File: config.mk
export PLATFORM = sky130hd
export DESIGN_NAME = pipe_hazard_ctrl_flat
export DESIGN_NICKNAME = d
export VERILOG_FILES = /design/src/rtl/pipe_hazard_ctrl_if.sv /design/src/rtl/pipe_hazard_ctrl.sv /design/src/flat_wrapper.sv
export SDC_FILE = /design/constraint.sdc
export NUM_CORES = 1
export LEC_CHECK = 0
export ABC_AREA = 1
export CORE_MARGIN = 2
export CORE_UTILIZATION = 41
export CTS_CLUSTER_DIAMETER = 80
export DETAILED_ROUTE_END_ITERATION = 10
export MAX_ROUTING_LAYER = met4
export PLACE_DENSITY = 0.75
export SKIP_LAST_GASP = 1
export SYNTH_ARGS = -nofsm -noshare
export SYNTH_HDL_FRONTEND = slang
export SYNTH_SLANG_ARGS = --single-unit
export TNS_END_PERCENT = 5
File: constraint.sdc
create_clock -name clk -period 3.05 [get_ports clk]
set_clock_uncertainty 0.2 [all_clocks]
set_input_delay 0.7625 -clock clk [delete_from_list [all_inputs] [get_ports clk]]
set_output_delay 0.7625 -clock clk [all_outputs]
set_load 0.05 [all_outputs]
File: src/rtl/pipe_hazard_ctrl_if.sv
// Hazard-control bundle between the pipeline datapath (master) and the
// stall/flush sequencer (slave).
interface pipe_hazard_ctrl_if #(
  parameter int CNT_W = 32
);
  logic [4:0]       id_rs1_addr;
  logic [4:0]       id_rs2_addr;
  logic             id_uses_rs1;
  logic             id_uses_rs2;
  logic             ex_mem_read;
  logic [4:0]       ex_rd_addr;
  logic             ex_redirect;
  logic             imem_valid;
  logic             mem_access;
  logic             dmem_ready;
  logic             pc_en;
  logic             pc_sel_redirect;
  logic             if_id_stall;
  logic             if_id_flush;
  logic             id_ex_stall;
  logic             id_ex_flush;
  logic             ex_mem_stall;
  logic             ex_mem_flush;
  logic             mem_wb_stall;
  logic             mem_wb_flush;
  logic [CNT_W-1:0] stall_cycles;
  logic [CNT_W-1:0] flush_events;
  logic             dmem_timeout;

  modport master (
    output id_rs1_addr, id_rs2_addr, id_uses_rs1, id_uses_rs2, ex_mem_read,
           ex_rd_addr, ex_redirect, imem_valid, mem_access, dmem_ready,
    input  pc_en, pc_sel_redirect, if_id_stall, if_id_flush, id_ex_stall,
           id_ex_flush, ex_mem_stall, ex_mem_flush, mem_wb_stall, mem_wb_flush,
           stall_cycles, flush_events, dmem_timeout
  );

  modport slave (
    input  id_rs1_addr, id_rs2_addr, id_uses_rs1, id_uses_rs2, ex_mem_read,
           ex_rd_addr, ex_redirect, imem_valid, mem_access, dmem_ready,
    output pc_en, pc_sel_redirect, if_id_stall, if_id_flush, id_ex_stall,
           id_ex_flush, ex_mem_stall, ex_mem_flush, mem_wb_stall, mem_wb_flush,
           stall_cycles, flush_events, dmem_timeout
  );
endinterface

File: src/rtl/pipe_hazard_ctrl.sv
// Stall/flush sequencer for the 5-stage RV32I pipeline: load-use, redirect,
// memory waits and stale-fetch discard, plus perf counters and a dmem timeout.
//   state | meaning
//   RUN   | no outstanding data-memory wait
//   DWAIT | data access in MEM still waiting for dmem_ready
module pipe_hazard_ctrl #(
  parameter int unsigned DMEM_TIMEOUT = 255,
  parameter int          CNT_W        = 32
) (
  input logic              clk,
  input logic              reset,
  pipe_hazard_ctrl_if.slave hz
);
  typedef enum logic {RUN = 1'b0, DWAIT = 1'b1} state_t;

  localparam logic [7:0] TIMEOUT_CNT = DMEM_TIMEOUT[7:0];

  state_t           state_q, state_d;
  logic [7:0]       wait_cnt_q, wait_cnt_d;
  logic             drop_q, drop_d;
  logic             timeout_q, timeout_d;
  logic [CNT_W-1:0] stall_cnt_q, stall_cnt_d;
  logic [CNT_W-1:0] flush_cnt_q, flush_cnt_d;

  logic dmem_busy, load_use, redirect_ok;
  logic pc_en, pc_sel, ifid_s, ifid_f, idex_s, idex_f, exmem_s, exmem_f, memwb_s, memwb_f;

  assign dmem_busy   = hz.mem_access && !hz.dmem_ready;
  assign redirect_ok = hz.ex_redirect && !dmem_busy;
  assign load_use    = hz.ex_mem_read && (hz.ex_rd_addr != 5'd0) &&
                       ((hz.id_uses_rs1 && (hz.id_rs1_addr == hz.ex_rd_addr)) ||
                        (hz.id_uses_rs2 && (hz.id_rs2_addr == hz.ex_rd_addr)));

  always_ff @(posedge clk or posedge reset) begin
    if (reset) begin
      state_q     <= RUN;
      wait_cnt_q  <= 8'd0;
      drop_q      <= 1'b0;
      timeout_q   <= 1'b0;
      stall_cnt_q <= '0;
      flush_cnt_q <= '0;
    end else begin
      state_q     <= state_d;
      wait_cnt_q  <= wait_cnt_d;
      drop_q      <= drop_d;
      timeout_q   <= timeout_d;
      stall_cnt_q <= stall_cnt_d;
      flush_cnt_q <= flush_cnt_d;
    end
  end

  always_comb begin
    state_d    = state_q;
    wait_cnt_d = 8'd0;
    timeout_d  = timeout_q;
    drop_d     = drop_q;
    pc_en      = 1'b0;
    pc_sel     = 1'b0;
    ifid_s     = 1'b0;
    ifid_f     = 1'b0;
    idex_s     = 1'b0;
    idex_f     = 1'b0;
    exmem_s    = 1'b0;
    exmem_f    = 1'b0;
    memwb_s    = 1'b0;
    memwb_f    = 1'b0;

    case (state_q)
      RUN: begin
        if (dmem_busy) state_d = DWAIT;
      end
      DWAIT: begin
        if (hz.dmem_ready) state_d = RUN;
        wait_cnt_d = (wait_cnt_q == 8'hFF) ? 8'hFF : wait_cnt_q + 8'd1;
        if (wait_cnt_q == TIMEOUT_CNT) timeout_d = 1'b1;
      end
      default: state_d = RUN;
    endcase

    // A redirect over a missing fetch leaves the old request in flight; its
    // eventual response belongs to the wrong path and must be dropped.
    if (redirect_ok)          drop_d = !hz.imem_valid;
    else if (hz.imem_valid)   drop_d = 1'b0;

    if (dmem_busy) begin
      ifid_s  = 1'b1;
      idex_s  = 1'b1;
      exmem_s = 1'b1;
      memwb_f = 1'b1;
    end else if (hz.ex_redirect) begin
      pc_en  = 1'b1;
      pc_sel = 1'b1;
      ifid_f = 1'b1;
      idex_f = 1'b1;
    end else if (load_use) begin
      ifid_s = 1'b1;
      idex_f = 1'b1;
    end else if (!hz.imem_valid || drop_q) begin
      ifid_f = 1'b1;
    end else begin
      pc_en = 1'b1;
    end

    stall_cnt_d = pc_en ? stall_cnt_q : stall_cnt_q + CNT_W'(1);
    flush_cnt_d = redirect_ok ? flush_cnt_q + CNT_W'(1) : flush_cnt_q;
  end

  // Reset overrides the decision so every stage register fills with bubbles.
  assign hz.pc_en           = reset ? 1'b0 : pc_en;
  assign hz.pc_sel_redirect = reset ? 1'b0 : pc_sel;
  assign hz.if_id_stall     = reset ? 1'b0 : ifid_s;
  assign hz.if_id_flush     = reset ? 1'b1 : ifid_f;
  assign hz.id_ex_stall     = reset ? 1'b0 : idex_s;
  assign hz.id_ex_flush     = reset ? 1'b1 : idex_f;
  assign hz.ex_mem_stall    = reset ? 1'b0 : exmem_s;
  assign hz.ex_mem_flush    = reset ? 1'b1 : exmem_f;
  assign hz.mem_wb_stall    = reset ? 1'b0 : memwb_s;
  assign hz.mem_wb_flush    = reset ? 1'b1 : memwb_f;
  assign hz.stall_cycles    = stall_cnt_q;
  assign hz.flush_events    = flush_cnt_q;
  assign hz.dmem_timeout    = timeout_q;
endmodule

File: src/flat_wrapper.sv
// flat-port wrapper written by rule: the top's interface ports become plain ports
module pipe_hazard_ctrl_flat 
#(
  parameter int unsigned DMEM_TIMEOUT = 255,
  parameter int          CNT_W        = 32
)
  (clk, reset, hz_id_rs1_addr, hz_id_rs2_addr, hz_id_uses_rs1, hz_id_uses_rs2, hz_ex_mem_read, hz_ex_rd_addr, hz_ex_redirect, hz_imem_valid, hz_mem_access, hz_dmem_ready, hz_pc_en, hz_pc_sel_redirect, hz_if_id_stall, hz_if_id_flush, hz_id_ex_stall, hz_id_ex_flush, hz_ex_mem_stall, hz_ex_mem_flush, hz_mem_wb_stall, hz_mem_wb_flush, hz_stall_cycles, hz_flush_events, hz_dmem_timeout);
  pipe_hazard_ctrl_if #(.CNT_W(CNT_W)) hz_i ();
  input logic clk;
  input logic reset;
  input wire logic [$bits(hz_i.id_rs1_addr)-1:0] hz_id_rs1_addr;
  input wire logic [$bits(hz_i.id_rs2_addr)-1:0] hz_id_rs2_addr;
  input wire logic [$bits(hz_i.id_uses_rs1)-1:0] hz_id_uses_rs1;
  input wire logic [$bits(hz_i.id_uses_rs2)-1:0] hz_id_uses_rs2;
  input wire logic [$bits(hz_i.ex_mem_read)-1:0] hz_ex_mem_read;
  input wire logic [$bits(hz_i.ex_rd_addr)-1:0] hz_ex_rd_addr;
  input wire logic [$bits(hz_i.ex_redirect)-1:0] hz_ex_redirect;
  input wire logic [$bits(hz_i.imem_valid)-1:0] hz_imem_valid;
  input wire logic [$bits(hz_i.mem_access)-1:0] hz_mem_access;
  input wire logic [$bits(hz_i.dmem_ready)-1:0] hz_dmem_ready;
  output wire logic [$bits(hz_i.pc_en)-1:0] hz_pc_en;
  output wire logic [$bits(hz_i.pc_sel_redirect)-1:0] hz_pc_sel_redirect;
  output wire logic [$bits(hz_i.if_id_stall)-1:0] hz_if_id_stall;
  output wire logic [$bits(hz_i.if_id_flush)-1:0] hz_if_id_flush;
  output wire logic [$bits(hz_i.id_ex_stall)-1:0] hz_id_ex_stall;
  output wire logic [$bits(hz_i.id_ex_flush)-1:0] hz_id_ex_flush;
  output wire logic [$bits(hz_i.ex_mem_stall)-1:0] hz_ex_mem_stall;
  output wire logic [$bits(hz_i.ex_mem_flush)-1:0] hz_ex_mem_flush;
  output wire logic [$bits(hz_i.mem_wb_stall)-1:0] hz_mem_wb_stall;
  output wire logic [$bits(hz_i.mem_wb_flush)-1:0] hz_mem_wb_flush;
  output wire logic [$bits(hz_i.stall_cycles)-1:0] hz_stall_cycles;
  output wire logic [$bits(hz_i.flush_events)-1:0] hz_flush_events;
  output wire logic [$bits(hz_i.dmem_timeout)-1:0] hz_dmem_timeout;
  assign hz_i.id_rs1_addr = hz_id_rs1_addr;
  assign hz_i.id_rs2_addr = hz_id_rs2_addr;
  assign hz_i.id_uses_rs1 = hz_id_uses_rs1;
  assign hz_i.id_uses_rs2 = hz_id_uses_rs2;
  assign hz_i.ex_mem_read = hz_ex_mem_read;
  assign hz_i.ex_rd_addr = hz_ex_rd_addr;
  assign hz_i.ex_redirect = hz_ex_redirect;
  assign hz_i.imem_valid = hz_imem_valid;
  assign hz_i.mem_access = hz_mem_access;
  assign hz_i.dmem_ready = hz_dmem_ready;
  assign hz_pc_en = hz_i.pc_en;
  assign hz_pc_sel_redirect = hz_i.pc_sel_redirect;
  assign hz_if_id_stall = hz_i.if_id_stall;
  assign hz_if_id_flush = hz_i.if_id_flush;
  assign hz_id_ex_stall = hz_i.id_ex_stall;
  assign hz_id_ex_flush = hz_i.id_ex_flush;
  assign hz_ex_mem_stall = hz_i.ex_mem_stall;
  assign hz_ex_mem_flush = hz_i.ex_mem_flush;
  assign hz_mem_wb_stall = hz_i.mem_wb_stall;
  assign hz_mem_wb_flush = hz_i.mem_wb_flush;
  assign hz_stall_cycles = hz_i.stall_cycles;
  assign hz_flush_events = hz_i.flush_events;
  assign hz_dmem_timeout = hz_i.dmem_timeout;
  pipe_hazard_ctrl #(.DMEM_TIMEOUT(DMEM_TIMEOUT), .CNT_W(CNT_W)) u_core (.clk(clk), .reset(reset), .hz(hz_i));
endmodule
## Word level (Yosys, flattened, before mapping)

Index checks and enable logic that the tools add are counted.

- Output and inout bits: 75
- Register bits: 75
- Input bits: 24
- Word-level logic and storage cells: 57

- Bitwise gates (word level): 1
- Equality and inequality tests: 3
- Add/subtract/negate cells: 3
- Reductions and logical operators: 14
- Mux-type cells: 30

Operator list:

| operator | number |
|---|---|
| $add A32 B1 Y32 const B | 2 |
| $mux W1 | 27 |
| $mux W8 | 2 |
| $eq A5 B5 Y1 | 2 |
| $add A8 B1 Y8 const B | 1 |
| $eq A8 B8 Y1 const B | 1 |
| $logic_and A1 B1 Y1 | 6 |
| $reduce_bool A5 Y1 | 1 |
| $logic_not A1 Y1 | 3 |
| $logic_or A1 B1 Y1 | 2 |
| $pmux W1 S2 | 1 |
| $reduce_and A2 Y1 | 1 |
| $reduce_bool A2 Y1 | 1 |
| $not A1 Y1 | 1 |

## Logic depth before layout (Yosys ltp)

Gate-level depths: netlist of run 1.

- Depth in word-level cells: 8
- Mapped depth: 11
- Mapped depth without buffers: 11

## Worst setup path before layout of run 1

Ideal clock, no wire load.

- Path kind: input -> output
- Start point: input reset
- End point: output hz_mem_wb_flush
- Path buffers: 0
- Cell stages on the path: 2
- Setup slack: -1.050 ns
- Arrival time: 3.138 ns
- Data required time: 2.088 ns
- Cell sequence: inv_1 -> nand2_1

- Word-level cells in the longest chain between the ends: 1

RTL lines:

| element | RTL line | RTL |
|---|---|---|
| from (decl) | flat_wrapper.sv:10 | `input logic reset;` |
| $mux W1 | pipe_hazard_ctrl.sv:118 | `assign hz.mem_wb_flush = reset ? 1'b1 : memwb_f;` |
| to (decl) | flat_wrapper.sv:30 | `output wire logic [$bits(hz_i.mem_wb_flush)-1:0] hz_mem_wb_flush;` |

Every way passes these cells.

## Final worst setup path of run 1

- Start point: input hz_id_rs2_addr[2]
- End point: output hz_if_id_stall

- Word-level cells in the longest chain between the ends: 8

RTL lines:

| element | RTL line | RTL |
|---|---|---|
| from (decl) | flat_wrapper.sv:12 | `input wire logic [$bits(hz_i.id_rs2_addr)-1:0] hz_id_rs2_addr;` |
| $eq A5 B5 Y1 | pipe_hazard_ctrl.sv:32 | `(hz.id_uses_rs2 && (hz.id_rs2_addr == hz.ex_rd_addr)));` |
| $logic_and A1 B1 Y1 | pipe_hazard_ctrl.sv:32 |  |
| $logic_or A1 B1 Y1 | pipe_hazard_ctrl.sv:31 | `((hz.id_uses_rs1 && (hz.id_rs1_addr == hz.ex_rd_addr)) \|\|` |
| $logic_and A1 B1 Y1 | pipe_hazard_ctrl.sv:30 | `assign load_use = hz.ex_mem_read && (hz.ex_rd_addr != 5'd0) &&` |
| $mux W1 | pipe_hazard_ctrl.sv:95 | `end else if (load_use) begin` |
| $mux W1 | pipe_hazard_ctrl.sv:90 | `end else if (hz.ex_redirect) begin` |
| $mux W1 | pipe_hazard_ctrl.sv:85 | `if (dmem_busy) begin` |
| $mux W1 | pipe_hazard_ctrl.sv:111 | `assign hz.if_id_stall = reset ? 1'b0 : ifid_s;` |
| to (decl) | flat_wrapper.sv:23 | `output wire logic [$bits(hz_i.if_id_stall)-1:0] hz_if_id_stall;` |

Every way passes these cells.

==> impl_results.md, run 1 <==
* WP depth at 8
* 1st-iter DRT viols at approximately 250
* Number of global-route vias before repair at ~4400
* Synth top cells by count: nand2_1, dfrtp_1, inv_1, nor2_1, nand4_1
* Clk pwr share at 37.2%
* Crit-path slowest cell: clkdlybuf4s50_1
* Top-count cell post-synth: nand2_1
* Worst-Skew Late Latency at 0.34 ns
* Top cells by area, synth: dfrtp_1, nand2_1, xor2_1
* Critical Path AT at 2.08 ns
* Placed Cells at between 800 and 900
* Crit path max fanout at 3
* Worst-path cell chain: clkdlybuf4s50_1, nor2_1, nor2_1, nand3_1, nand2_2, nand3_4, a21oi_4, buf_12
* Distinct cells, synth at 35
* Worst setup EP type: output port
* Drt total wl at 11.9 mm
* Slowest Stage Delay on Critical Path at roughly 0.47 ns
* Worst Path Buf+Inv at 2
* Core area at between 0.01 and 0.015 sq mm
* Post-synth EDFFs at 0
* Psw at 1.11 mW
* Reg clk slew, reported paths at 0.05 ns
* Routed wire per std cell at 13.2 microns
* Logic pwr share at 26.1%
* Yosys top cell area share at 39.7%
* Syn_area_per_cell at 7.27 sq um
* Final slew viol count at 0
* Starting Density at 41.8%
* ANT cells at 0
* Synthesized area at ~0.0047 sq mm
* P per Cell Area at 523 mW/mm^2
* Largest area contributor in the netlist: dfrtp_1
* Nets at a little under 800
* Via-per-instance ratio at 5.11
* Die W at 111 microns
* Critical setup path kind: input pin to output port
* Routability Congestion at 0.932
* Final setup violating endpoints at 0
* CTS root buf: clkbuf_16
* Clock period minus worst slack at around 3.0 ns
* Yosys Warn Count at 0
* Worst Path Required at around 2.1 ns
* Top_reg_cell synth: dfrtp_1
* Area of the multi-input gates at around 0.0025 sq mm
* Relative slew slack at 36.1%
* Max clock buf depth at 2
* I/O Buffers at 97
* Post-CTS setup buffer count at 0
* Final Power at between 3 and 4 mW
* CTS tree: built
* Worst-margin pin slew at 0.959 ns
* Period utilisation layout at 99.7%
* Die area at 0.0124 sq mm
* FP Rows at 39
* P_int at 2.20 mW
* Gr usage total at 20.3%
* First-pass GRT wire length at slightly above 20 mm
* Final Hold Viols at 0
* Worst vdd rail ir drop at 629 uV
* Leak at 3.01 nW
* Sw frac at 33.5%
* Max Clk Rate at 329 MHz
* CTS Sinks at between 70 and 80
* Outcome: finished clean
* First-pass iteration count of the detailed router at 5
* Antenna violations before repair at 0
* Number of CTS-inserted buffers at 9
* Hold depth at 1
* Async S/R FF share, synth at 100%
* Number of synthesized register bits at 75
* GRT overflow at 0
* Ports at 99
* DRC viols at 0
* Register area share after synthesis at 39.7%
* ANT nets after route at 0
* Fin cells at 901
* # H-tree levels at 3
* Share of post-route cells with drive strength above 1 at 10.3%
* Max-cap violation count at 0
* Mapped Cells at roughly 650
* RSZ-0062 raised after global routing: true
* Most used cell along the critical path: nor2_1
* CP top delay family: buffers and inverters
* Seq pwr share at approximately 37%
* Synthesis-to-finish area growth at 33.9%
* Worst hold slack at 0.287 ns
* Die H at 111 microns
* Type of origin of the critical path: input pin
* Filler Cells Inserted at between 1000 and 1500
* Worst r2r path cells at 8
* Net Count, Synth at just under 700
* Largest net degree at the start of global routing at 76
* Hold Path Class: flip-flop to flip-flop
* Final HPWL DP at 8.67 mm
* Sequential Area at 0.00188 sq mm
* Detailed-route via count at between 4000 and 5000
==> flip-flops by register name (all words and copies together), names as in the netlist <==
name                    cells
u_core.hz.stall_cycles     32
u_core.hz.dmem_timeout      1
u_core.drop_q               1
u_core.state_q              1
u_core.wait_cnt_q           8
u_core.hz.flush_events     32
==> metrics by stage <==
| stage | util (%) | setup slack, ns | setup TNS, ns | cell area [sq um] |
|---|---|---|---|---|
| 2_1_floorplan | - | -0.227 | -0.479 | 4750 |
| 3_3_place_gp | 52.9 | -0.137 | -0.282 | 5990 |
| 3_5_place_dp | 52.9 | -0.194 | -0.431 | 5990 |
| 4_1_cts | 55.9 | 0.0222 | 0 | 6330 |
| 5_1_grt | 56.0 | -0.0442 | -0.0877 | 6340 |
| 6_report | 56.0 | 0.00978 | 0 | 6340 |
==> cells in the final DEF (no fill, tap or decap), types with 2 or more instances in the layout <==
cell             instances
nand2_1                228
clkdlybuf4s50_1         75
dfrtp_1                 75
inv_1                   71
nor2_1                  48
nand4_1                 45
xor2_1                  33
nand3_1                 25
nor3_1                  23
dlygate4sd2_1           13
xnor2_1                 12
buf_4                   11
clkbuf_16                9
buf_12                   9
nand3b_1                 8
nor2_2                   7
nand3_2                  6
inv_2                    6
o21ai_0                  6
a21oi_1                  6
nand2_2                  5
nor2_4                   5
nand2_4                  3
nor3_2                   3
ha_1                     3
bufinv_16                3
nand3_4                  2
a31oi_1                  2
clkinv_2                 2
==> power by group through the flow <==
| stage | clock network, mW | registers, mW | logic [mW] |
|---|---|---|---|
| floorplan | 0 | 1.51 | 0.278 |
| global placement | 0 | 1.23 | 0.861 |
| detailed placement | 0 | 1.23 | 0.873 |
| CTS | 1.26 | 1.22 | 0.872 |
| global route | 1.31 | 1.23 | 0.922 |
| finish | 1.23 | 1.22 | 0.864 |
==> cells by family after synthesis <==
group	Yosys count	synth area share, %
AND/OR/NAND/NOR	414	41.1
buffers and inverters	96	8.17
flip-flops	75	39.7
XOR/XNOR	45	8.33
AO/OA/AOI/OAI	17	1.90
adder cells (fa/ha/maj)	3	0.793
other	1	0.0792
==> path summary, 6_finish.rpt <==
path                                       startpoint                          to  slack (ns)
min reg2reg                u_core.hz.flush_events[31]  u_core.hz.flush_events[31]        0.29
max reg2reg                 u_core.hz.stall_cycles[1]  u_core.hz.stall_cycles[18]        1.08
min in group asynchronous                       reset               u_core.drop_q        1.17
max                                 hz_id_rs2_addr[2]              hz_if_id_stall        0.01
max in group asynchronous                       reset  u_core.hz.flush_events[25]        0.86
min                        u_core.hz.flush_events[31]  u_core.hz.flush_events[31]        0.29
==> layer usage <==
metal	up-vias	global-route usage [%]	part of all wire (%)
met5	-	-	0
met2	135	32.5	48
met3	17	4.19	4.9
li1	2284	-	-
met1	2167	26.0	45
met4	0	6.50	1.7
==> area by class of cell <==
| type | count | share of cell area, % |
|---|---|---|
| sequential | 75 | 29.6 |
| tap | 143 | 2.82 |
| timing repair buffer | 108 | 17.8 |
| inverter | 79 | 4.74 |
| multi-input combinational | 480 | 39.6 |
| clock buffer | 11 | 3.83 |
| clock inverter | 5 | 1.58 |
==> timing repair <==
| action | in CTS | in global routing |
|---|---|---|
| pin swaps | 8 | 2 |
| resized for setup | 20 | 2 |
| setup endpoints to repair | 4 | 4 |
| hold buffers | 0 | 0 |
(Power assumes the default switching activity.)
==> inputs of run 2 (changes only) <==
Settings changed: SLEW_MARGIN from default to 15.
==> results of run 2 <==
Final layout, timing and power as in run 1 (identical DEF).
